`config.mk`:
```
export PLATFORM = sky130hd
export DESIGN_NAME = iomem_gpio
export DESIGN_NICKNAME = d
export VERILOG_FILES = /design/src/rtl/iomem_gpio.sv
export SDC_FILE = /design/constraint.sdc
export NUM_CORES = 1
export LEC_CHECK = 0
export CAP_MARGIN = 25
export CORE_MARGIN = 3
export CORE_UTILIZATION = 45
export CTS_CLUSTER_DIAMETER = 30
export DETAILED_ROUTE_END_ITERATION = 6
export PLACE_DENSITY = 0.86
export SLEW_MARGIN = 10
export SYNTH_ARGS = -nofsm -noshare
export SYNTH_HDL_FRONTEND = slang
export SYNTH_SLANG_ARGS = --single-unit
```
`constraint.sdc`:
```
create_clock -name clk -period 4.7 [get_ports clk]
set_input_delay 0.705 -clock clk [delete_from_list [all_inputs] [get_ports clk]]
set_output_delay 0.705 -clock clk [all_outputs]
set_load 0.02 [all_outputs]
```
`src/rtl/iomem_gpio.sv`:
```
// iomem_gpio: parametrised GPIO peripheral for the picosoc iomem bus.
// Per-pin OUT/OE registers, 2-FF synchronised inputs, edge-detect
// interrupts with sticky W1C status and a level irq output.
// Defining GPIO_PWM_EN adds 8-bit PWM on the low PWM_CH channels
// (PWM_EN at 0x18, DUTY[i] at 0x20+4*i). Without it those offsets read 0.
module iomem_gpio #(
    parameter int unsigned WIDTH     = 8,
    parameter logic [7:0]  BASE_ADDR = 8'h03,
    parameter int unsigned PWM_CH    = 4,
    parameter int unsigned PWM_DIV   = 16
) (
    input  logic             clk,
    input  logic             resetn,
    input  logic             iomem_valid,
    output logic             iomem_ready,
    input  logic [3:0]       iomem_wstrb,
    input  logic [31:0]      iomem_addr,
    input  logic [31:0]      iomem_wdata,
    output logic [31:0]      iomem_rdata,
    output logic [WIDTH-1:0] gpio_out,
    output logic [WIDTH-1:0] gpio_oe,
    input  logic [WIDTH-1:0] gpio_in,
    output logic             irq
);

    // Word indices (iomem_addr[7:2]) of the register map
    localparam logic [5:0] REG_OUT      = 6'h00;
    localparam logic [5:0] REG_OE       = 6'h01;
    localparam logic [5:0] REG_IN       = 6'h02;
    localparam logic [5:0] REG_IRQ_EN   = 6'h03;
    localparam logic [5:0] REG_IRQ_EDGE = 6'h04;
    localparam logic [5:0] REG_IRQ_STAT = 6'h05;
`ifdef GPIO_PWM_EN
    localparam logic [5:0] REG_PWM_EN   = 6'h06;
    localparam logic [5:0] REG_DUTY0    = 6'h08;
    localparam int unsigned PRE_W       = (PWM_DIV > 1) ? $clog2(PWM_DIV) : 1;
`endif

    // Bus-side state
    logic             ready_q, ready_d;
    logic [31:0]      rdata_q, rdata_d;
    logic             irq_q, irq_d;

    // Pin registers
    logic [WIDTH-1:0] out_q, out_d;
    logic [WIDTH-1:0] oe_q, oe_d;
    logic [WIDTH-1:0] irq_en_q, irq_en_d;
    logic [WIDTH-1:0] irq_edge_q, irq_edge_d;
    logic [WIDTH-1:0] irq_stat_q, irq_stat_d;

    // Input synchroniser and edge history
    logic [WIDTH-1:0] sync1_q, sync1_d;
    logic [WIDTH-1:0] sync2_q, sync2_d;
    logic [WIDTH-1:0] prev_q, prev_d;

    // Decode helpers
    logic             sel;
    logic             wr;
    logic [5:0]       word;
    logic [31:0]      bmask;
    logic [WIDTH-1:0] wmask;
    logic [WIDTH-1:0] wval;
    logic [WIDTH-1:0] rise;
    logic [WIDTH-1:0] fall;
    logic [WIDTH-1:0] evt;
    logic [WIDTH-1:0] clr;
    logic [31:0]      rd_val;

`ifdef GPIO_PWM_EN
    logic [PRE_W-1:0]  pre_q, pre_d;
    logic [7:0]        cnt_q, cnt_d;
    logic [PWM_CH-1:0] pwm_en_q, pwm_en_d;
    logic [7:0]        duty_q [PWM_CH];
    logic [7:0]        duty_d [PWM_CH];
`endif

    // Byte-lane merge restricted to the implemented pin bits
    function automatic logic [WIDTH-1:0] merge(input logic [WIDTH-1:0] old_v,
                                               input logic [WIDTH-1:0] new_v,
                                               input logic [WIDTH-1:0] mask);
        return (old_v & ~mask) | (new_v & mask);
    endfunction

    // Address decode, byte masks and edge detection
    always_comb begin
        sel   = iomem_valid && !ready_q && (iomem_addr[31:24] == BASE_ADDR);
        wr    = sel && (iomem_wstrb != 4'b0000);
        word  = iomem_addr[7:2];
        bmask = {{8{iomem_wstrb[3]}}, {8{iomem_wstrb[2]}},
                 {8{iomem_wstrb[1]}}, {8{iomem_wstrb[0]}}};
        wmask = bmask[WIDTH-1:0];
        wval  = iomem_wdata[WIDTH-1:0];
        rise  = sync2_q & ~prev_q;
        fall  = ~sync2_q & prev_q;
        evt   = irq_en_q & ((irq_edge_q & rise) | (~irq_edge_q & fall));
        clr   = (wr && word == REG_IRQ_STAT) ? (wval & wmask) : '0;
    end

    // Read mux: returns register contents before any same-access write
    always_comb begin
        rd_val = 32'd0;
        case (word)
            REG_OUT:      rd_val = 32'(out_q);
            REG_OE:       rd_val = 32'(oe_q);
            REG_IN:       rd_val = 32'(sync2_q);
            REG_IRQ_EN:   rd_val = 32'(irq_en_q);
            REG_IRQ_EDGE: rd_val = 32'(irq_edge_q);
            REG_IRQ_STAT: rd_val = 32'(irq_stat_q);
`ifdef GPIO_PWM_EN
            REG_PWM_EN:   rd_val = 32'(pwm_en_q);
`endif
            default: begin
`ifdef GPIO_PWM_EN
                for (int i = 0; i < PWM_CH; i++) begin
                    if (word == REG_DUTY0 + 6'(i)) rd_val = 32'(duty_q[i]);
                end
`endif
            end
        endcase
    end

    // Next-state for bus handshake, pin registers, synchroniser and status
    always_comb begin
        ready_d    = sel;
        rdata_d    = sel ? rd_val : rdata_q;
        irq_d      = |irq_stat_q;
        out_d      = out_q;
        oe_d       = oe_q;
        irq_en_d   = irq_en_q;
        irq_edge_d = irq_edge_q;
        sync1_d    = gpio_in;
        sync2_d    = sync1_q;
        prev_d     = sync2_q;
        if (wr && word == REG_OUT)      out_d      = merge(out_q, wval, wmask);
        if (wr && word == REG_OE)       oe_d       = merge(oe_q, wval, wmask);
        if (wr && word == REG_IRQ_EN)   irq_en_d   = merge(irq_en_q, wval, wmask);
        if (wr && word == REG_IRQ_EDGE) irq_edge_d = merge(irq_edge_q, wval, wmask);
        // A new event on the same bit beats a simultaneous W1C
        irq_stat_d = (irq_stat_q & ~clr) | evt;
    end

    // Register state with synchronous active-low reset
    always_ff @(posedge clk) begin
        if (!resetn) begin
            ready_q    <= 1'b0;
            rdata_q    <= 32'd0;
            irq_q      <= 1'b0;
            out_q      <= '0;
            oe_q       <= '0;
            irq_en_q   <= '0;
            irq_edge_q <= '0;
            irq_stat_q <= '0;
            sync1_q    <= '0;
            sync2_q    <= '0;
            prev_q     <= '0;
        end else begin
            ready_q    <= ready_d;
            rdata_q    <= rdata_d;
            irq_q      <= irq_d;
            out_q      <= out_d;
            oe_q       <= oe_d;
            irq_en_q   <= irq_en_d;
            irq_edge_q <= irq_edge_d;
            irq_stat_q <= irq_stat_d;
            sync1_q    <= sync1_d;
            sync2_q    <= sync2_d;
            prev_q     <= prev_d;
        end
    end

`ifdef GPIO_PWM_EN
    // PWM prescaler, step counter and PWM_EN/DUTY register writes
    always_comb begin
        pre_d    = pre_q;
        cnt_d    = cnt_q;
        pwm_en_d = pwm_en_q;
        for (int i = 0; i < PWM_CH; i++) duty_d[i] = duty_q[i];
        if (pre_q == PRE_W'(PWM_DIV - 1)) begin
            pre_d = '0;
            cnt_d = cnt_q + 8'd1;
        end else begin
            pre_d = pre_q + PRE_W'(1);
        end
        if (wr && word == REG_PWM_EN) begin
            pwm_en_d = (pwm_en_q & ~bmask[PWM_CH-1:0]) |
                       (iomem_wdata[PWM_CH-1:0] & bmask[PWM_CH-1:0]);
        end
        for (int i = 0; i < PWM_CH; i++) begin
            if (wr && word == REG_DUTY0 + 6'(i) && iomem_wstrb[0]) duty_d[i] = iomem_wdata[7:0];
        end
    end

    // PWM state registers
    always_ff @(posedge clk) begin
        if (!resetn) begin
            pre_q    <= '0;
            cnt_q    <= 8'd0;
            pwm_en_q <= '0;
            for (int i = 0; i < PWM_CH; i++) duty_q[i] <= 8'd0;
        end else begin
            pre_q    <= pre_d;
            cnt_q    <= cnt_d;
            pwm_en_q <= pwm_en_d;
            for (int i = 0; i < PWM_CH; i++) duty_q[i] <= duty_d[i];
        end
    end

    // Pin output: PWM waveform on enabled low channels, OUT elsewhere
    always_comb begin
        gpio_out = out_q;
        for (int i = 0; i < PWM_CH; i++) begin
            if (pwm_en_q[i]) gpio_out[i] = (cnt_q < duty_q[i]);
        end
    end
`else
    // Pin output straight from OUT
    assign gpio_out = out_q;

    // PWM configuration has no effect in this build
    logic unused_pwm_cfg;
    assign unused_pwm_cfg = ^{32'(PWM_CH), 32'(PWM_DIV)};
`endif

    assign gpio_oe     = oe_q;
    assign iomem_ready = ready_q;
    assign iomem_rdata = rdata_q;
    assign irq         = irq_q;

    // Address bits outside the decode and write-data bits above WIDTH are don't-care
    logic unused_bus_bits;
    assign unused_bus_bits = ^{iomem_addr[23:8], iomem_addr[1:0], iomem_wdata, bmask};

endmodule

```
; Word-level counts from Yosys, hierarchy flattened
; Index checks and enable logic that the tools add are counted.
[totals]
register_bits = 98
input_bits = 79
output_inout_bits = 50
word_cells = 53
[op_classes]
n_eq_ne = 6
muxes = 2
bitwise = 22
n_reduce_logical = 12
[op_table]
columns = op, n
row1 = $and 8x8->8, 11
row2 = $or 8x8->8, 6
row3 = $pmux 8 s6, 1
row4 = $not 8->8, 5
row5 = $eq 6x2->1 const B, 2
row6 = $eq 6x3->1 const B, 2
row7 = $eq 8x2->1 const B, 1
row8 = $logic_and 1x1->1, 8
row9 = $mux 8, 1
row10 = $reduce_or 8->1, 1
row11 = $eq 6x1->1 const B, 1
row12 = $logic_not 6->1, 1
row13 = $reduce_bool 4->1, 1
row14 = $logic_not 1->1, 1

; Logic depth before layout (Yosys ltp)
[depth]
word_depth = 9
mapped_depth = 7
mapped_depth_nobuf = 4

; Least setup slack after synthesis
; No wires, ideal clock.
[synth_timing]
path_type = input-to-reg
start = in iomem_addr[27]
end = reg irq_stat_q[0]
setup_ns = 0.122
arrival_ns = 2.101
t_required_ns = 4.578
path_slack_ns = 2.477
stages = 5
n_path_buf = 1
cell_sequence = or4_4 -> or4_4 -> buf_6 -> o31ai_2 -> a21oi_1
[synth_between]
elab_chain_len = 8
[synth_lines]
columns = element, line
row1 = from (decl), 17  ; input logic [31:0] iomem_addr,
row2 = $eq 8x2->1, 86  ; sel = iomem_valid && !ready_q && (iomem_addr[31:24] == BASE_ADDR);
row3 = $logic_and 1x1->1, 86
row4 = $logic_and 1x1->1, 87  ; wr = sel && (iomem_wstrb != 4'b0000);
row5 = $logic_and 1x1->1, 96  ; clr = (wr && word == REG_IRQ_STAT) ? (wval & wmask) : '0;
row6 = $mux 8, 96
row7 = $not 8->8, 139  ; irq_stat_d = (irq_stat_q & ~clr) | evt;
row8 = $and 8x8->8, 139
row9 = $or 8x8->8, 139
row10 = to (signal assigned), 164  ; irq_stat_q <= irq_stat_d;
row11 = to (decl), 49  ; logic [WIDTH-1:0] irq_stat_q, irq_stat_d;
; Every way passes these cells.
; A chain may end at the register's enable or synchronous reset.

==> results.env <==
RUN_STATUS='completed'
FINALWORSTPATHREQUIREDPERIOD_PS=2770
POST-ROUTE-UTIL_PCT=57.8
AVGVIACOUNTPERCELL=5.29
PROPORTION_OF_REGISTER_BITS_WITH_ASYNCHRONOUS_SET_OR_RESET_AFTER_SYNTHESIS_PCT=0
FINALHOLDVIOLCOUNT=0
TIMING.CRITICAL_PATH.FANOUT_MAX=9
SKEW_PS=5.62
GRT_MAX_DEGREE=48
IO-PIN-COUNT=129
TIMING.FINAL.CRIT_SHARE_PCT=59.0
DIE_AREA_UM2=8290
TIMING.HOLD.WORST.CLASS='flop to flop'
TRITONCTS_CLOCK_TREE='built'
RELSLEWSLACK_PCT=43.8
ROUTED_WIRELENGTH_UM=8080
GP_ROUTABILITY_CONGESTION=0.800
MET1_LENGTH_UM=3460
FIRST_GLOBAL_VIAS=2582
SYNTH_AREA_UM2=3250
CTS-ROOT-BUF='clkbuf_8'
DRT_PRE_ANTENNA_ITERS=4
END_KIND='flop'
SYN_AVG_CELL_AREA_UM2=9.60
POSTSYNTH.TOPFLOPCELL='dfxtp_1'
TIMING.HOLD.WORST.START='sync1_q[6]'
SYNTH_AREA_LEADERS='dfxtp_1, mux2i_1, buf_4, nand2_1, and2_1'
YOSYS.AREA.TOP_TYPE_SHARE_PCT=45.5
CRITICAL_PATH_TOP_DELAY_CELL='and3_1'
CTS_NUM_SINKS=74
POWER-PER-CELL-AREA_nW_PER_UM2=299
YOSYS_REGISTER_BITS=74
DRT-WIRELENGTH-PER-CELL_UM=16.3
FINAL_ANTENNA_NET_COUNT=0
MAX-VDD-IR-DROP_mV=0.184
CRIT_REQUIRED_PS=4980
YOSYSSEQAREASHARE_PCT=45.5
DEEPEST_LEVEL_OF_THE_CTS_H_TREE=3
FINAL_NETS=474
WORST_SLEW_PIN_SLEW_PS=839
REGTOREGSTARTPOINT='iomem_ready'
WORSTREGTOREGCELLS=5
POST_ROUTE_DRC=0
SYNTH_EDF_COUNT=0
SETUP-VIOLATIONS-FINAL=0
SYNTH_TOP_AREA_CELL='dfxtp_1'
GLOBAL_ROUTE.OVERFLOW_TOTAL=0
SYNTHCELLS=339
CTS_REPAIR_RESIZE_COUNT=0
INITIAL_CELL_DENSITY_OF_THE_CORE_PCT=47.1
TOTALNEGATIVESETUPSLACK_PS=0
CRIT_PATH_MAX_INCR_DELAY_PS=620
HOLD-PATH-ENDPOINT='prev_d[6]'
CTS.REPAIR_TIMING.SETUP_BUFFER_COUNT=0
ROUTED-WL-MET3_UM=752
HOLDWS_PS=434
TIMING.CRITICAL_PATH.FROM_TYPE='input pin'
CORE_AREA_UM2=6910
R2R_SETUP_SLACK_PS=2830
NUM_ROWS=30
DIE_X_UM=91.0
INSTANCES_NO_FILL=496
DESIGN_POWER_TOTAL_uW=1190
AREA_OVERHEAD_OF_THE_LAYOUT_RELATIVE_TO_SYNTHESIS_PCT=22.7
CLOCK_TRANSITION_AT_THE_REGISTER_CLOCK_PINS_ON_THE_WORST_SETUP_AND_HOLD_PATHS_AFTER_CTS_PS=70
YS.WARNINGS.COUNT=0
UNREPAIRED_SETUP_ENDPOINTS_AFTER_GLOBAL_ROUTING='no'
GRT_USE_TOTAL_PCT=20.2
HOLDPATHSTAGES=1
TIMING_WORST_SETUP_PATH_TYPE='input pin to flop'
CRIT_CHAIN='clkdlybuf4s50_1 -> nor4b_1 -> and2_1 -> and3_1 -> mux2i_1'
PLACEMENT.IO_BUFFERS=59
DRTITER0DRC=241
GLOBAL_ROUTE_WIRE_LENGTH_BEFORE_REPAIR_UM=13200
POWER_LEAKAGE_uW=0.00160
ANTENNA_FOUND_INITIAL=0
DETAILROUTE.VIA_COUNT=2623
TIMING.FMAX_MHz=361
POSTCTSHOLDBUFS=0
WORST_SKEW_PAIR.LATE_LATENCY_PS=350
FLOORPLAN.DIE.HEIGHT_UM=91.0
YS_TYPES=38
MET2_WIRELENGTH_UM=3730
WORST_EP_ARRIVAL_TIME_PS=3050
CTS.PATH.MAX_BUFFERS=2
FINAL-MAX-SLEW-VIOLATION-COUNT=0
NUMBER_OF_BUFFERS_INSERTED_DURING_CLOCK_TREE_SYNTHESIS=9
WORSTSETUPSTARTPOINT='iomem_addr[7]'
DRIVE_ABOVE_1_SHARE_PCT=10.3
DP.CELLS=480
DETAILEDPLACEMENTHPWL_UM=5390
TOP_SIGNAL_LAYER_USED='met4'
NUM_ANTENNA_CELLS=0
MAXCAPVIOLCOUNT=0
==> layout make-up <==
type,count,area [µm²]
fillers,601,2910
multi-input cells,237,1550
flip-flops and latches,74,1480
repair buffers,63,616
clock buffers,10,128
well taps,96,120
clock inverters,6,57.6
inverters,10,37.5
==> Yosys cell counts, types with 2 or more instances <==
cell      number
and2_1        25
clkbuf_1      10
a221oi_1       8
buf_1          2
a21oi_1        9
mux2i_1       32
dfxtp_1       74
buf_4         26
a22oi_1        5
nand2_1       51
and3_1         6
nor2_1        10
a221oi_2       3
buf_6          2
a32oi_1        5
a31oi_1        8
inv_1          9
nor3b_1        8
nor4_1         3
or4_4          3
o31ai_2        8
o21ai_0       16
==> metal layers <==
metal  vias to the layer above  GRT usage (%)
li1                       1253              -
met1                      1245           26.3
met2                       114           31.6
met3                        11           5.05
met4                         0           8.79
met5                         -              0
==> kinds of logic after synthesis <==
family / share of synthesized area [%]
AOI/OAI and AO/OA: 14.5
buffers and inverters: 9.38
DFF: 45.5
muxes: 9.85
other: 0.115
and+or+nand+nor: 20.6
==> through the flow <==
step / setup slack (ps) / area (µm²)
2_1_floorplan: 2480 / 3340
4_1_cts: 1940 / 3990
6_report: 1930 / 3990
3_5_place_dp: 1600 / 3810
5_1_grt: 1750 / 3990
3_3_place_gp: 1660 / 3810
==> power breakdown <==
group / switching (µW) / internal, µW / total [µW]
logic: 49.8 / 35.0 / 84.9
registers: 4.23 / 635 / 639
clock network: 228 / 241 / 470
==> how the worst max path moves through the flow <==
stage / slack (ps) / to
after floorplan: 2480 / irq_stat_q[0]
after global placement: 1660 / flop
after detailed placement: 1600 / flop
after CTS: 1940 / flop
after global routing: 1750 / flop
final: 1930 / flop
==> layout by cell type (no fill, tap or decap), drive strengths merged, types with 3 or more instances in the layout <==
| cell | count |
|---|---|
| a21oi | 9 |
| a221oi | 11 |
| a22oi | 5 |
| a31oi | 8 |
| a32oi | 5 |
| and2 | 25 |
| and3 | 6 |
| buf | 5 |
| clkbuf | 10 |
| clkdlybuf4s50 | 58 |
| clkinv | 4 |
| conb | 24 |
| dfxtp | 74 |
| inv | 10 |
| mux2i | 32 |
| nand2 | 51 |
| nand3 | 3 |
| nor2 | 11 |
| nor3b | 10 |
| nor4 | 3 |
| o21ai | 16 |
| o31ai | 8 |
| or4 | 3 |
==> critical path, delay by kind of cell <==
kind / cells / cell delay (ps)
AND/OR/NAND/NOR: 3 / 1640
multiplexers: 1 / 260
buffers and inverters: 1 / 440
Note: power is estimated with default switching activity, not from simulation.
